==> src/rtl/pool2x2_seq.sv <==
// pool2x2_seq -- streaming 2x2, stride-2 max-pooling sequencer for
// sign-magnitude feature maps (MSB = sign, remaining bits = magnitude).
// Pixels arrive one per cycle in raster order. The horizontal maxima of each
// even row are parked in a half-width line buffer. The matching odd row
// finishes each window and loads one pooled pixel into the output register.
// Optional build macro: POOL_RELU_EN -- when defined, pooled results with the
// sign bit set (all negatives and -0) are replaced by +0 (fused ReLU).

// Two-input sign-magnitude maximum. +0 beats -0.
module max_pool #(
  parameter int DATA_WIDTH = 16
) (
  input  logic [DATA_WIDTH-1:0] i_a,
  input  logic [DATA_WIDTH-1:0] i_b,
  output logic [DATA_WIDTH-1:0] o_max
);

  logic                  w_sa;
  logic                  w_sb;
  logic [DATA_WIDTH-2:0] w_ma;
  logic [DATA_WIDTH-2:0] w_mb;
  logic                  w_a_wins;

  assign w_sa = i_a[DATA_WIDTH-1];
  assign w_sb = i_b[DATA_WIDTH-1];
  assign w_ma = i_a[DATA_WIDTH-2:0];
  assign w_mb = i_b[DATA_WIDTH-2:0];

  // Decide the winner from the two sign bits, then from the magnitudes.
  always_comb begin
    w_a_wins = 1'b0;
    case ({w_sa, w_sb})
      2'b01:   w_a_wins = 1'b1;          // a non-negative, b negative
      2'b10:   w_a_wins = 1'b0;          // a negative, b non-negative
      2'b00:   w_a_wins = (w_ma >= w_mb); // both positive: larger magnitude
      default: w_a_wins = (w_ma <= w_mb); // both negative: smaller magnitude
    endcase
  end

  assign o_max = w_a_wins ? i_a : i_b;

endmodule

module pool2x2_seq #(
  parameter int DATA_WIDTH = 16,
  parameter int MAX_W      = 64,
  parameter int MAX_H      = 64
) (
  input  logic                         clk,
  input  logic                         rst_n,
  input  logic                         start,
  input  logic [$clog2(MAX_W+1)-1:0]   cfg_width,
  input  logic [$clog2(MAX_H+1)-1:0]   cfg_height,
  output logic                         busy,
  output logic                         done,
  input  logic [DATA_WIDTH-1:0]        in_data,
  input  logic                         in_valid,
  output logic                         in_ready,
  output logic [DATA_WIDTH-1:0]        out_data,
  output logic                         out_valid,
  input  logic                         out_ready,
  output logic                         out_last
);

  localparam int WW       = $clog2(MAX_W+1);
  localparam int HW       = $clog2(MAX_H+1);
  localparam int LB_DEPTH = MAX_W / 2;
  localparam int LBW      = (LB_DEPTH > 1) ? $clog2(LB_DEPTH) : 1;

  localparam logic [WW-1:0] W_ONE = WW'(1);
  localparam logic [WW-1:0] W_TWO = WW'(2);
  localparam logic [WW-1:0] W_MAX = WW'(MAX_W);
  localparam logic [HW-1:0] H_ONE = HW'(1);
  localparam logic [HW-1:0] H_TWO = HW'(2);
  localparam logic [HW-1:0] H_MAX = HW'(MAX_H);

  typedef enum logic [2:0] {
    S_IDLE,
    S_EVEN,
    S_ODD,
    S_DRAIN,
    S_DONE
  } state_t;

  state_t                r_state;
  logic [WW-1:0]         r_width;
  logic [HW-1:0]         r_height;
  logic [WW-1:0]         r_col;
  logic [HW-1:0]         r_row;
  logic [DATA_WIDTH-1:0] r_hold;
  logic [DATA_WIDTH-1:0] r_out_data;
  logic                  r_out_valid;
  logic                  r_out_last;

  // Half-width line buffer: one horizontal maximum per column pair.
  logic [DATA_WIDTH-1:0] r_linebuf [LB_DEPTH];

  logic [WW-1:0]         w_cfg_w;
  logic [HW-1:0]         w_cfg_h;
  logic                  w_cfg_bad;
  logic                  w_xfer;
  logic                  w_col_last;
  logic                  w_row_last;
  logic [LBW-1:0]        w_lb_idx;
  logic [DATA_WIDTH-1:0] w_lb_rd;
  logic [DATA_WIDTH-1:0] w_hmax;
  logic [DATA_WIDTH-1:0] w_vmax;
  logic [DATA_WIDTH-1:0] w_pool_out;
  logic                  w_lb_we;
  logic                  w_out_load;

  // Frame dimensions are rounded down to even before the legality check.
  assign w_cfg_w   = cfg_width & ~W_ONE;
  assign w_cfg_h   = cfg_height & ~H_ONE;
  assign w_cfg_bad = (w_cfg_w < W_TWO) || (w_cfg_w > W_MAX) ||
                     (w_cfg_h < H_TWO) || (w_cfg_h > H_MAX);

  // Output stalls only block ODD-row input: EVEN rows never touch the
  // output register, so they keep streaming into the line buffer.
  assign in_ready = (r_state == S_EVEN) ||
                    ((r_state == S_ODD) && !(r_out_valid && !out_ready));

  assign w_xfer     = in_valid && in_ready;
  assign w_col_last = (r_col == (r_width - W_ONE));
  assign w_row_last = (r_row == (r_height - H_ONE));
  assign w_lb_idx   = LBW'(r_col >> 1);
  assign w_lb_rd    = r_linebuf[w_lb_idx];

  assign w_lb_we    = w_xfer && (r_state == S_EVEN) && r_col[0];
  assign w_out_load = w_xfer && (r_state == S_ODD) && r_col[0];

  max_pool #(.DATA_WIDTH(DATA_WIDTH)) u_hmax (
    .i_a   (r_hold),
    .i_b   (in_data),
    .o_max (w_hmax)
  );

  max_pool #(.DATA_WIDTH(DATA_WIDTH)) u_vmax (
    .i_a   (w_hmax),
    .i_b   (w_lb_rd),
    .o_max (w_vmax)
  );

`ifdef POOL_RELU_EN
  assign w_pool_out = w_vmax[DATA_WIDTH-1] ? '0 : w_vmax;
`else
  assign w_pool_out = w_vmax;
`endif

  // Line buffer write: even-row horizontal maxima, no reset on contents.
  always_ff @(posedge clk) begin
    if (w_lb_we) begin
      r_linebuf[w_lb_idx] <= w_hmax;
    end
  end

  // Sequencer: frame state, raster counters, hold register and output register.
  always_ff @(posedge clk) begin
    if (!rst_n) begin
      r_state     <= S_IDLE;
      r_width     <= '0;
      r_height    <= '0;
      r_col       <= '0;
      r_row       <= '0;
      r_hold      <= '0;
      r_out_data  <= '0;
      r_out_valid <= 1'b0;
      r_out_last  <= 1'b0;
    end else begin
      // A consumed output drops valid; a same-cycle reload below overrides.
      if (r_out_valid && out_ready) begin
        r_out_valid <= 1'b0;
        r_out_last  <= 1'b0;
      end

      if (w_xfer) begin
        if (w_col_last) begin
          r_col <= '0;
          r_row <= r_row + H_ONE;
        end else begin
          r_col <= r_col + W_ONE;
        end
        if (!r_col[0]) begin
          r_hold <= in_data;
        end
      end

      if (w_out_load) begin
        r_out_data  <= w_pool_out;
        r_out_valid <= 1'b1;
        r_out_last  <= w_row_last && w_col_last;
      end

      case (r_state)
        S_IDLE: begin
          if (start) begin
            r_width  <= w_cfg_w;
            r_height <= w_cfg_h;
            r_col    <= '0;
            r_row    <= '0;
            r_state  <= w_cfg_bad ? S_DONE : S_EVEN;
          end
        end
        S_EVEN: begin
          if (w_xfer && w_col_last) begin
            r_state <= S_ODD;
          end
        end
        S_ODD: begin
          if (w_xfer && w_col_last) begin
            r_state <= w_row_last ? S_DRAIN : S_EVEN;
          end
        end
        S_DRAIN: begin
          if (r_out_valid && out_ready) begin
            r_state <= S_DONE;
          end
        end
        S_DONE: begin
          r_state <= S_IDLE;
        end
        default: begin
          r_state <= S_IDLE;
        end
      endcase
    end
  end

  assign busy      = (r_state == S_EVEN) || (r_state == S_ODD) || (r_state == S_DRAIN);
  assign done      = (r_state == S_DONE);
  assign out_data  = r_out_data;
  assign out_valid = r_out_valid;
  assign out_last  = r_out_last;

endmodule

==> config.mk <==
export PLATFORM = sky130hd
export DESIGN_NAME = pool2x2_seq
export DESIGN_NICKNAME = d
export VERILOG_FILES = /design/src/rtl/pool2x2_seq.sv
export SDC_FILE = /design/constraint.sdc
export NUM_CORES = 1
export LEC_CHECK = 0
export CORE_AREA = 2 2 285 146
export DETAILED_ROUTE_END_ITERATION = 7
export DIE_AREA = 0 0 287 148
export PLACE_DENSITY = 0.88
export SETUP_SLACK_MARGIN = 0.4
export SYNTH_ARGS = -nofsm -noshare
export SYNTH_HDL_FRONTEND = slang
export SYNTH_HIERARCHICAL = 1
export SYNTH_SLANG_ARGS = --single-unit
==> constraint.sdc <==
create_clock -name clk -period 6.1 [get_ports clk]
set_clock_uncertainty 0.05 [all_clocks]
set_input_delay 0.915 -clock clk [delete_from_list [all_inputs] [get_ports clk]]
set_output_delay 0.915 -clock clk [all_outputs]
set_load 0.05 [all_outputs]
After elaboration in Yosys (flattened, before gate mapping)
Memory sizes are Yosys's and may differ from the RTL's. A register that Yosys moved wholly into a read port is not among the register bits.
Index checks and enable logic that the tools add are counted.
Word-level totals
  bits in registers: 63
  bits in writable memories: 512
  input port bits: 35
  output and inout bits: 21
  word-level logic and storage cells: 87
  memories: 1
Operators by class
  $add $sub $neg: 4
  magnitude comparators: 8
  equal/unequal tests: 14
  multiplexer cells: 25
  bitwise operators: 1
  reductions and logical operators: 25
Memory list
  r_linebuf: depth 32, bits a word 16, rd ports 1, clocked after Yosys merged registers in 1, write ports 1, line 96  | logic [DATA_WIDTH-1:0] r_linebuf [LB_DEPTH];
Operator list (count)
  2-to-1 mux 7 bit: 8
  2-to-1 mux 16 bit: 2
  >= comparator 15 bit: 2
  <= comparator 15 bit: 2
  2-to-1 mux 3 bit: 5
  adder 7 x 1 -> 7 bit, second input constant: 2
  equality test 7 bit: 2
  greater-than comparator 7 bit, second input constant: 2
  less-than comparator 7 x 2 -> 1 bit, second input constant: 2
  subtractor 7 x 1 -> 7 bit, second input constant: 2
  case mux 3 bit (4 select lines): 1
  logical AND 1 bit: 10
  equality test 3 x 2 -> 1 bit, second input constant: 2
  logical OR 1 bit: 6
  case mux 1 bit (3 select lines): 2
  2-to-1 mux 1 bit: 5
  2-to-1 mux 5 bit: 1
  equality test 2 x 1 -> 1 bit, second input constant: 2
  equality test 2 bit, second input constant: 2
  logical NOT 2 bit: 2
  != test 2 x 1 -> 1 bit, second input constant: 2
  != test 2 bit, second input constant: 2
  AND reduction 2 bit: 2
  AND reduction 4 bit: 1
  7 further kinds: 8

Logic depth before layout (Yosys ltp)
  depth after elaboration: 10
  mapped depth: 19

Cells and area by module
The synthesis kept the hierarchy.
By module, submodules not included
  pool2x2_seq: instances 1, cells each 1192, area an instance 22409.0 um2, seq. area each 16636.0 um2
  max_pool: instances 2, cells each 76, area an instance 649.4 um2, seq. area each 0.0 um2

Worst setup path after synthesis
OpenSTA, ideal clock, no wires.
  path kind: input-to-reg
  start: input in_data[4]
  end: register r_out_data[10] (netlist: out_data[10])
  arrival: 4501 ps
  required time: 5922 ps
  slack: 1421 ps
  stages: 19
  buffers on the path: 2
  cell sequence: inv_1 > ha_1 > a211oi_2 > nor2_1 > o311ai_2 > and3_1 > o22a_2 > buf_6 > mux2_4 > ha_1 > nand3_2 > nor3_2 > o311ai_2 > and3_1 > o22a_2 > buf_6 > mux2_4 > mux2i_1 > nor2_1
Between the ends
  cells in the longest elaborated chain, start to end: 6
  elaborated cells on any way between the ends: 11
RTL lines
  start: declaration: line 56  | input logic [DATA_WIDTH-1:0] in_data,
  <= comparator 15 bit / >= comparator 15 bit (equally long branches): line 36, 35
  case mux 1 bit (3 select lines) *: line 32  | case ({w_sa, w_sb})
  2-to-1 mux 16 bit *: line 40  | assign o_max = w_a_wins ? i_a : i_b;
  net w_hmax[13]: line 106  | logic [DATA_WIDTH-1:0] w_hmax;
  <= comparator 15 bit / >= comparator 15 bit (equally long branches): line 36, 35
  case mux 1 bit (3 select lines) *: line 32
  2-to-1 mux 16 bit *: line 40
  net w_pool_out[10]: line 108  | logic [DATA_WIDTH-1:0] w_pool_out;
  end signal: assignment: line 189  | r_out_data <= w_pool_out;
  end: declaration: line 91  | logic [DATA_WIDTH-1:0] r_out_data;
The timed path passes the listed nets; every way through them passes the cells marked *.
A chain may end at the register's enable or synchronous reset.

==> flow_metrics.py <==
metrics = {
    "timing": {
        "slew_headroom_pct": 20.4,
        "drv_slew": 0,
        "worstMarginPinSlew_ps": 1190,
        "hold_viol_final": 0,
        "finalCritPeriodShare_pct": 90.9,
        "maxClockFrequency_ghz": 0.180,
        "rsz0062_at_grt": "no",
        "period_needed_ps": 5550,
        "setup_viol": 0,
        "setup_tns_ps": 0,
    },
    "cells_and_area": {
        "stdcell_area_um2": 26500,
        "layout.nets": 1509,
        "area_growth_pct": 11.7,
        "layout-drive-gt1-share_pct": 22.1,
        "antenna_cells": 0,
        "instances_no_fill": 2016,
        "final_util_pct": 66.3,
        "fillerInstances": 2457,
    },
    "floorplan": {
        "core_area_um2": 39900,
        "start_util_pct": 59.3,
        "die_area_um2": 42500,
        "boundaryPins": 56,
        "fp.dieH_um": 148,
        "num_rows": 52,
        "die_w_um": 287,
    },
    "route": {
        "drc_errors": 0,
        "wire_per_inst_um": 32.6,
        "ant_nets": 0,
        "firstDrtPassIters": 6,
        "drt_wl_total_um": 65800,
        "drt_iter0_markers": 2436,
        "vias": 14100,
        "viasPerCell": 6.98,
    },
    "clocking": {
        "hold_buffers": 0,
        "cts_max_path_buffers": 3,
        "h-tree-depth": 2,
        "clk_pin_slew_worst_paths_ps": 70,
        "cts.sinks": 575,
        "cts_setup_buffers": 0,
        "cts_resized": 0,
        "clockRootBuffer": "clkbuf_16",
        "cts_tree": "yes",
        "clk-insertion-delay-late_ps": 590,
        "cts_buffers": 45,
    },
    "placed_design": {
        "hpwlAfterDp_um": 41200,
        "place.gp.congestion": 0.933,
        "portBuffers": 53,
        "dp.cells": 1932,
        "place_area_um2": 25100,
    },
    "critical_path": {
        "cp_top_family": "compound AO/OA/AOI/OAI gates",
        "crit_type": "flop to flop",
        "cp.required_ps": 6490,
        "crit_path_start_kind": "flop",
        "crit_fanout": 22,
        "rrSetupSlack_ps": 550,
        "crit_slowest_cell": "dfxtp_1",
        "startpoint": "r_col[3]$_SDFF_PN0_",
        "crit_path_end_kind": "flop",
        "slowest_delay_ps": 990,
        "timing.critical_path.mode_cell": "nor2_1",
        "r2r_start": "r_col[3]$_SDFF_PN0_",
        "crit_arrival_ps": 5940,
        "cp.buffers_inverters": 1,
        "path_cells": "nor2_1, and2_1, a22oi_1, nand4_1, inv_1, ha_1, a211oi_2, nor2_1, o311ai_2, and3_1, o22a_2, mux2_4, mux2i_1, nor2_1",
    },
    "synth": {
        "ys.flop_type": "edfxtp_1",
        "synth.distinct_cells": 66,
        "netlist.area_leader.share_pct": 64.9,
        "syn_area_um2": 23700,
        "synth_common_cells": "512 x edfxtp_1, 128 x mux4_2, 74 x nor2_1, 70 x nand2_1, 66 x a22oi_1",
        "synthTopCellsByArea": "edfxtp_1 65%, mux4_2 12%, dfxtp_1 5.3%",
        "syn_nets": 1413,
        "synth_warnings": 6,
        "synth_area_per_cell_um2": 17.6,
        "syn_inst": 1344,
        "synth.most_common_cell": "edfxtp_1",
        "yosysTopAreaCell": "edfxtp_1",
        "async_flop_share_pct": 0,
        "synth_edf_count": 512,
        "ys_ff_latch": 575,
        "yosysSeqAreaShare_pct": 70.2,
    },
    "power_and_ir_drop": {
        "p_seq_share_pct": 58.2,
        "swShare_pct": 21.7,
        "power.internal_mw": 5.79,
        "pwr-share-comb_pct": 3.8,
        "ir_drop_mv": 0.244,
        "power_density_nw_per_um2": 279,
        "power_leakage_nw": 8.61,
        "p_clk_share_pct": 38.0,
        "p_sw_mw": 1.61,
        "power.total_mw": 7.40,
    },
    "outcome": {
        "status": "completed",
    },
    "hold_path": {
        "min_from": "r_height[6]$_SDFFE_PN0P_",
        "hp-class": "flop to flop",
    },
    "grt": {
        "grt_pass1_wl_um": 95100,
        "grt_pass1_vias": 13600,
        "gr-usage-all-layers_pct": 31.6,
        "antenna_found_initial": 3,
        "grt_max_degree": 62,
        "grt_overflow": 0,
    },
    "job": {
        "maxCapViolations": 0,
    },
}
-- layout by cell type (no fill, tap or decap), types with 34 or more instances in the layout --
cell / n
clkbuf_16: 45
edfxtp_1: 512
buf_4: 68
dfxtp_1: 61
inv_1: 38
mux4_2: 128
clkdlybuf4s50_1: 53
ha_1: 34
a21oi_1: 44
nand2_1: 70
nor2_1: 70
a22oi_1: 66
-- power by group through the flow --
stage                     clock, mW  combinational (mW)  sequential [mW]
after floorplan                   0               0.152             4.39
after global placement            0               0.248             4.39
after detailed placement          0               0.265             4.40
after CTS                      2.82               0.269             4.31
after global routing           2.97               0.295             4.31
final                          2.81               0.278             4.31
-- flip-flops by register name (all words and copies together) (netlist names), 3 cells and up --
signal / cells
r_state: 3
r_linebuf: 512
r_row: 7
r_hold: 16
out_data: 16
r_width: 6
r_col: 7
r_height: 6
-- area by class of cell --
class / count / area [um2] / share of cell area [%]
Inverter: 38 / 143 / 0.538
Tap cell: 540 / 676 / 2.55
Clock inverter: 33 / 204 / 0.770
Multi-Input combinational cell: 657 / 6590 / 24.9
Clock buffer: 50 / 1140 / 4.32
Timing Repair Buffer: 123 / 1090 / 4.11
Sequential cell: 575 / 16600 / 62.8
-- path summary, 6_finish.rpt --
check,to,cells past startpoint
min,r_height[6]$_SDFFE_PN0P_,2
max,out_data[5]$_SDFFE_PN0P_,14
max reg2reg,out_data[5]$_SDFFE_PN0P_,14
min reg2reg,r_height[6]$_SDFFE_PN0P_,2
-- worst register-to-register path: stages (launching register included) --
cell	delay, ps
dfxtp_1	990
nor2_1	160
and2_1	390
a22oi_1	700
nand4_1	610
inv_1	200
ha_1	290
a211oi_2	250
nor2_1	80
o311ai_2	250
and3_1	200
o22a_2	550
mux2_4	370
mux2i_1	210
nor2_1	90
-- cells by family (layout without fill, tap and decap cells) --
| group | after synthesis | in the layout | synth area share [%] |
|---|---|---|---|
| flip-flops | 575 | 575 | 70.2 |
| adder cells (fa/ha/maj) | 34 | 34 | 1.79 |
| multiplexers | 178 | 178 | 14.7 |
| buffers and inverters | 112 | 244 | 2.12 |
| AO/OA/AOI/OAI | 169 | 169 | 4.98 |
| XOR/XNOR | 19 | 19 | 0.702 |
| AND/OR/NAND/NOR | 257 | 257 | 5.49 |
-- layer usage --
| layer | GRT usage [%] | wire length, um | vias to the layer above |
|---|---|---|---|
| met2 | 45.7 | 28400 | 1215 |
| li1 | - | - | 5600 |
| met5 | 0 | 13 | - |
| met1 | 45.6 | 23800 | 7114 |
| met4 | 7.11 | 1640 | 2 |
| met3 | 13.0 | 11900 | 148 |
-- stage by stage --
step / hold WS [ps] / setup WS (ps)
3_5_place_dp: 416 / 327
3_3_place_gp: 409 / 510
4_1_cts: 426 / 679
5_1_grt: 458 / 441
6_report: 423 / 555
2_1_floorplan: 398 / 1420
Note: power is estimated with default switching activity, not from simulation.
==> RTL edit 1, RTL diff (same flow settings) <==
`MAX_H`: 64 -> 32.
--- a/src/rtl/pool2x2_seq.sv
+++ b/src/rtl/pool2x2_seq.sv
@@ -46,3 +46,3 @@
   parameter int MAX_W      = 64,
-  parameter int MAX_H      = 64
+  parameter int MAX_H      = 32
 ) (
Interface: changed (resized cfg_height); port bits go from 56 to 55. No check against the original RTL was run, so the function may have changed too.
==> RTL edit 1 against the original RTL <==
- the run now ends with DRC left
- routed wire length down 4.6%
- setup slack improved by 0.092 ns
- cell area down 0.91%
- area after synthesis shrank 1.5%
- total power grew 2.8%
- count of clock-buffer cells in the layout up 9
- global-route usage decreased by 1.3 points
- sequential cell count fell by 2
- critical path type unchanged
- critical endpoint is now out_data[9]
- largest power group unchanged
==> RTL edit 1: results (changes against the original RTL) <==
stage;metric;value;unit;change
outcome;failed_checks;DRC;;
layout;largest_reg_flops;512;;unchanged
placed_design;dpl.cell_count;1908;;was 1932
drt;wl_met3;10900;um;was 11900 um
placed_design;port-buffer-count;52;;was 53
placed_design;placed_area;24800;um2;was 25100 um2
drt;top_layer;met5;;unchanged
worst_hold_path;hold_class;flop to flop;;unchanged
global_routing;first_global_vias;13300;;was 13600
layout;fin_nets;1483;;was 1509
global_routing;grt_pass1_wl;91800;um;was 95100 um
clock_network;path_clk_slew;0.07;ns;about the same
clock_network;cts.path.max_buffers;3;;unchanged
pwr;irDropWorstVdd;0.000234;V;was 0.000244 V
logic_synthesis;yosys_warnings;6;;unchanged
clock_network;cts_setup_buffers;0;;unchanged
logic_synthesis;synth_commonest_cells;edfxtp_1 (512), mux4_2 (128), nand2_1 (112), a22oi_1 (64), nor2_1 (63);;was edfxtp_1 (512), mux4_2 (128), nor2_1 (74), nand2_1 (70), a22oi_1 (66)
layout;fillers;2488;;was 2457
logic_synthesis;synth_edf_count;512;;unchanged
logic_synthesis;synth.area.top_cells;edfxtp_1 (66%), mux4_2 (12%), dfxtp_1 (5.2%), a22oi_1 (2.1%), ha_1 (1.8%);;was edfxtp_1 (65%), mux4_2 (12%), dfxtp_1 (5.3%), a22oi_1 (2.1%), ha_1 (1.8%)
logic_synthesis;syn_nets;1385;;was 1413
pwr;switching_power;1.60;mW;was 1.61 mW
drt;wl;62700;um;was 65800 um
critical_path;critPathSlowestCell;dfxtp_4;;was dfxtp_1
critical_path;crit_fanout;45;;was 22
placed_design;gp_congestion;0.974;;was 0.933
timing;worst_slew_pin_slew;1.16;ns;was 1.19 ns
drt;wl_met1;22600;um;was 23800 um
logic_synthesis;syn_inst;1317;;was 1344
logic_synthesis;synth.yosys.seq_area_share;71.1;%;was 70.2%
outcome;status;finished with violations;;was finished, final reports clean
critical_path;critical-path-top-delay-family;compound AO/OA/AOI/OAI gates;;unchanged
clock_network;clock_latency;0.58;ns;
drt;drt_iter0_drc;2290;;was 2436
layout;top_register;r_linebuf;;unchanged
global_routing;antenna_found_initial;5;;was 3
drt;dr.pass1.iters;8;;was 6
global_routing;grt.total_usage;30.4;%;was 31.6%
placed_design;pre_cts_slack;0.361;ns;was 0.327 ns
clock_network;cts_max_level;2;;unchanged
global_routing;grt_max_degree;62;;unchanged
layout;drive_gt1_share;20.9;%;was 22.1%
pwr;leakage;8.47;nW;was 8.61 nW
clock_network;ctsResizeCount;0;;unchanged
drt;wl_met2;27300;um;was 28400 um
layout;fin_cells;1991;;was 2016
placed_design;hpwl;38400;um;was 41200 um
drt;drc_errors;1;;was 0
clock_network;cts_root_buf;clkbuf_16;;unchanged
logic_synthesis;ys_types;53;;was 66
drt;via_count;13600;;was 14100
critical_path;arrival;5.84;ns;was 5.94 ns
timing;maxSlewViolCount;0;;unchanged
critical_path;slowest_delay;1.04;ns;was 0.99 ns
RTL edit 1: final timing paths:
kind | start | endpoint | slack, ns | depth (start not counted)
max | r_col[1] | out_data[9] | 0.65 | 14
min | out_data[1] | out_data[1] | 0.41 | 2
max reg2reg | r_col[1] | out_data[9] | 0.65 | 14
min reg2reg | out_data[1] | out_data[1] | 0.41 | 2
RTL edit 1: power by group through the flow:
| stage | registers [mW] | logic [mW] | clock network (mW) |
|---|---|---|---|
| final | 4.31 | 0.298 | 3.00 |
| after global routing | 4.31 | 0.314 | 3.16 |
| after floorplan | 4.39 | 0.163 | 0 |
| after detailed placement | 4.40 | 0.281 | 0 |
| after CTS | 4.31 | 0.287 | 3.01 |
| after global placement | 4.39 | 0.263 | 0 |
RTL edit 1: cell families after synthesis:
family                     after synthesis  synth area share (%)
buffers and inverters                  102                  1.71
AOI/OAI and AO/OA                      163                  5.14
xor gates and xnor gates                19                 0.713
DFF                                    573                  71.1
adders and majority gates               34                  1.82
muxes                                  159                  14.2
and+or+nand+nor                        267                  5.37
RTL edit 1: layout make-up:
class / count / area (um2) / area share [%]
diodes: 3 / 7.51 / 0.0286
clock buffers: 59 / 1210 / 4.61
clock inverters: 21 / 238 / 0.906
inverters: 37 / 139 / 0.529
multi-input cells: 642 / 6360 / 24.2
flip-flops and latches: 573 / 16600 / 63.3
well taps: 540 / 676 / 2.57
repair buffers: 116 / 1010 / 3.86
RTL edit 1: layer usage:
layer / vias up / global-route usage (%)
li1: 5432 / -
met1: 6840 / 42.6
met2: 1129 / 43.6
met3: 189 / 14.3
met4: 10 / 7.03
met5: - / 0
==> RTL edit 2, RTL diff (same settings) <==
Made on the original files. The 5 states of `state_t` get a Gray code encoding in 3 bits.
--- a/src/rtl/pool2x2_seq.sv
+++ b/src/rtl/pool2x2_seq.sv
@@ -77,7 +77,7 @@
   typedef enum logic [2:0] {
-    S_IDLE,
-    S_EVEN,
-    S_ODD,
-    S_DRAIN,
-    S_DONE
+    S_IDLE  = 3'b000,
+    S_EVEN  = 3'b001,
+    S_ODD   = 3'b011,
+    S_DRAIN = 3'b010,
+    S_DONE  = 3'b110
   } state_t;
Function: no difference found for any inputs over 4 cycles, from zero or initial values and one cycle with rst_n low; so few cycles prove little.
==> RTL edit 2 against the original RTL <==
- routed wire length shrank 4.1%
- count of clock-buffer cells in the layout up 4
- area after synthesis decreased by 0.77%
- clock power increased by 2%
- total power increased by 0.45%
- sequential cell count did not move
- cell area down 0.46%
- global-route usage fell by 1.4 points
- die area is the same
- setup slack got worse by 0.015 ns
- largest cell class unchanged
- highest routed layer unchanged
==> RTL edit 2: results (changes against the original RTL) <==
stage;metric;value;unit;change
outcome;status;finished, final reports clean;;unchanged
logic_synthesis;async_reset_ff_share;0;%;unchanged
logic_synthesis;synth.yosys.seq_area_share;70.7;%;was 70.2%
drt;via_count;13700;;was 14100
critical_path;arrival;5.96;ns;was 5.94 ns
placed_design;gp_congestion;0.990;;was 0.933
logic_synthesis;syn_inst;1332;;was 1344
critical_path;critPathSlowestCell;dfxtp_4;;was dfxtp_1
global_routing;grt_pass1_wl;90900;um;was 95100 um
placed_design;dpl.cell_count;1919;;was 1932
clock_network;cts.path.max_buffers;3;;unchanged
clock_network;cts_buffers;45;;unchanged
logic_synthesis;syn_nets;1401;;was 1413
logic_synthesis;ys_types;57;;was 66
layout;fillers;2497;;was 2457
clock_network;path_clk_slew;0.07;ns;about the same
logic_synthesis;synth-main-ff-cell;edfxtp_1;;unchanged
layout;fin_nets;1496;;was 1509
pwr;leakage;8.38;nW;was 8.61 nW
placed_design;placed_area;25000;um2;was 25100 um2
logic_synthesis;synth_commonest_cells;edfxtp_1 (512), mux4_2 (128), nand2_1 (115), a22oi_1 (64), dfxtp_1 (63);;was edfxtp_1 (512), mux4_2 (128), nor2_1 (74), nand2_1 (70), a22oi_1 (66)
timing;finalHoldViolations;0;;unchanged
global_routing;antenna_found_initial;3;;unchanged
global_routing;first_global_vias;13300;;was 13600
worst_hold_path;min_from;r_hold[0];;was r_height[6]
worst_hold_path;hold_class;flop to flop;;unchanged
critical_path;crit_path_start;r_col[1];;was r_col[3]
pwr;sw_frac_of_total;20.8;%;was 21.7%
global_routing;grt_max_degree;58;;was 62
clock_network;cts_root_buf;clkbuf_16;;unchanged
layout;drive_gt1_share;21.1;%;was 22.1%
placed_design;pre_cts_slack;0.391;ns;was 0.327 ns
logic_synthesis;synth.area.top_cells;edfxtp_1 (65%), mux4_2 (12%), dfxtp_1 (5.4%), a22oi_1 (2.0%), nand2_1 (1.8%);;was edfxtp_1 (65%), mux4_2 (12%), dfxtp_1 (5.3%), a22oi_1 (2.1%), ha_1 (1.8%)
critical_path;crit_fanout;47;;was 22
layout;fin_cells;2008;;was 2016
logic_synthesis;yosys_warnings;6;;unchanged
placed_design;hpwl;40300;um;was 41200 um
pwr;irDropWorstVdd;0.000274;V;was 0.000244 V
drt;wl;63100;um;was 65800 um
critical_path;slowest_delay;1.04;ns;was 0.99 ns
timing;worst_slew_pin_slew;1.13;ns;was 1.19 ns
layout;largest_reg_flops;512;;unchanged
clock_network;clock_latency;0.57;ns;was 0.59 ns
drt;dr.pass1.iters;8;;was 6
global_routing;grt.total_usage;30.2;%;was 31.6%
drt;drt_iter0_drc;2254;;was 2436
==> RTL edit 2: worst paths after layout <==
kind	end	slack [ns]	cells after the start
worst min register to register	r_hold[0]	0.43	2
worst min-delay path	r_hold[0]	0.43	2
worst max register to register	out_data[3]	0.54	15
worst max-delay path	out_data[3]	0.54	15
==> RTL edit 2: kinds of logic after synthesis <==
group,after synthesis,share of synthesized area [%]
compound gates,159,5.08
buf+inv,111,1.95
simple gates,271,5.53
xor+xnor,23,0.856
fa+ha+maj,34,1.81
flops,575,70.7
mux,159,14.1
==> RTL edit 2: final cells by class <==
| type | instances | area (um2) | area share (%) |
|---|---|---|---|
| Clock buffer | 54 | 1200 | 4.56 |
| Multi-Input combinational cell | 646 | 6440 | 24.4 |
| Sequential cell | 575 | 16600 | 63.1 |
| Inverter | 39 | 146 | 0.555 |
| Clock inverter | 28 | 186 | 0.707 |
| Antenna cell | 6 | 15.0 | 0.0569 |
| Tap cell | 540 | 676 | 2.56 |
| Timing Repair Buffer | 120 | 1060 | 4.01 |
==> RTL edit 2: worst register-to-register path: stages, from the launching register on <==
cell	delay, ns
dfxtp_4	1.04
buf_4	0.43
mux4_2	0.59
a22oi_1	0.50
nand4_1	0.63
inv_1	0.20
ha_1	0.16
nand2_1	0.10
nor3_2	0.24
o311ai_2	0.17
and3_1	0.22
o22a_2	0.25
buf_12	0.17
mux2_2	0.24
nand2_1	0.07
a21boi_0	0.36
==> RTL edit 2: metal layers <==
| metal | vias to the layer above | wire length, um | part of all wire, % | GRT usage, % |
|---|---|---|---|---|
| met5 | - | 52 | 0.082 | 0 |
| met4 | 8 | 1800 | 2.8 | 7.29 |
| met3 | 163 | 10800 | 17 | 15.2 |
| met2 | 1006 | 27200 | 43 | 42.9 |
| met1 | 6992 | 23200 | 37 | 42.0 |
| li1 | 5495 | - | - | - |
==> RTL edit 2: power groups by stage <==
stage | sequential (mW) | combinational (mW) | clock [mW]
2_1_floorplan | 4.39 | 0.149 | 0
3_3_place_gp | 4.40 | 0.240 | 0
3_5_place_dp | 4.40 | 0.256 | 0
4_1_cts | 4.31 | 0.262 | 2.87
5_1_grt | 4.31 | 0.285 | 3.00
6_report | 4.31 | 0.268 | 2.86
==> RTL edit 2: metrics by stage <==
stage | util [%] | total power, mW
3_5_place_dp | 62.5 | 4.65
4_1_cts | 65.9 | 7.44
6_report | 66.0 | 7.43
3_3_place_gp | 62.5 | 4.64
5_1_grt | 66.0 | 7.60
2_1_floorplan | - | 4.54
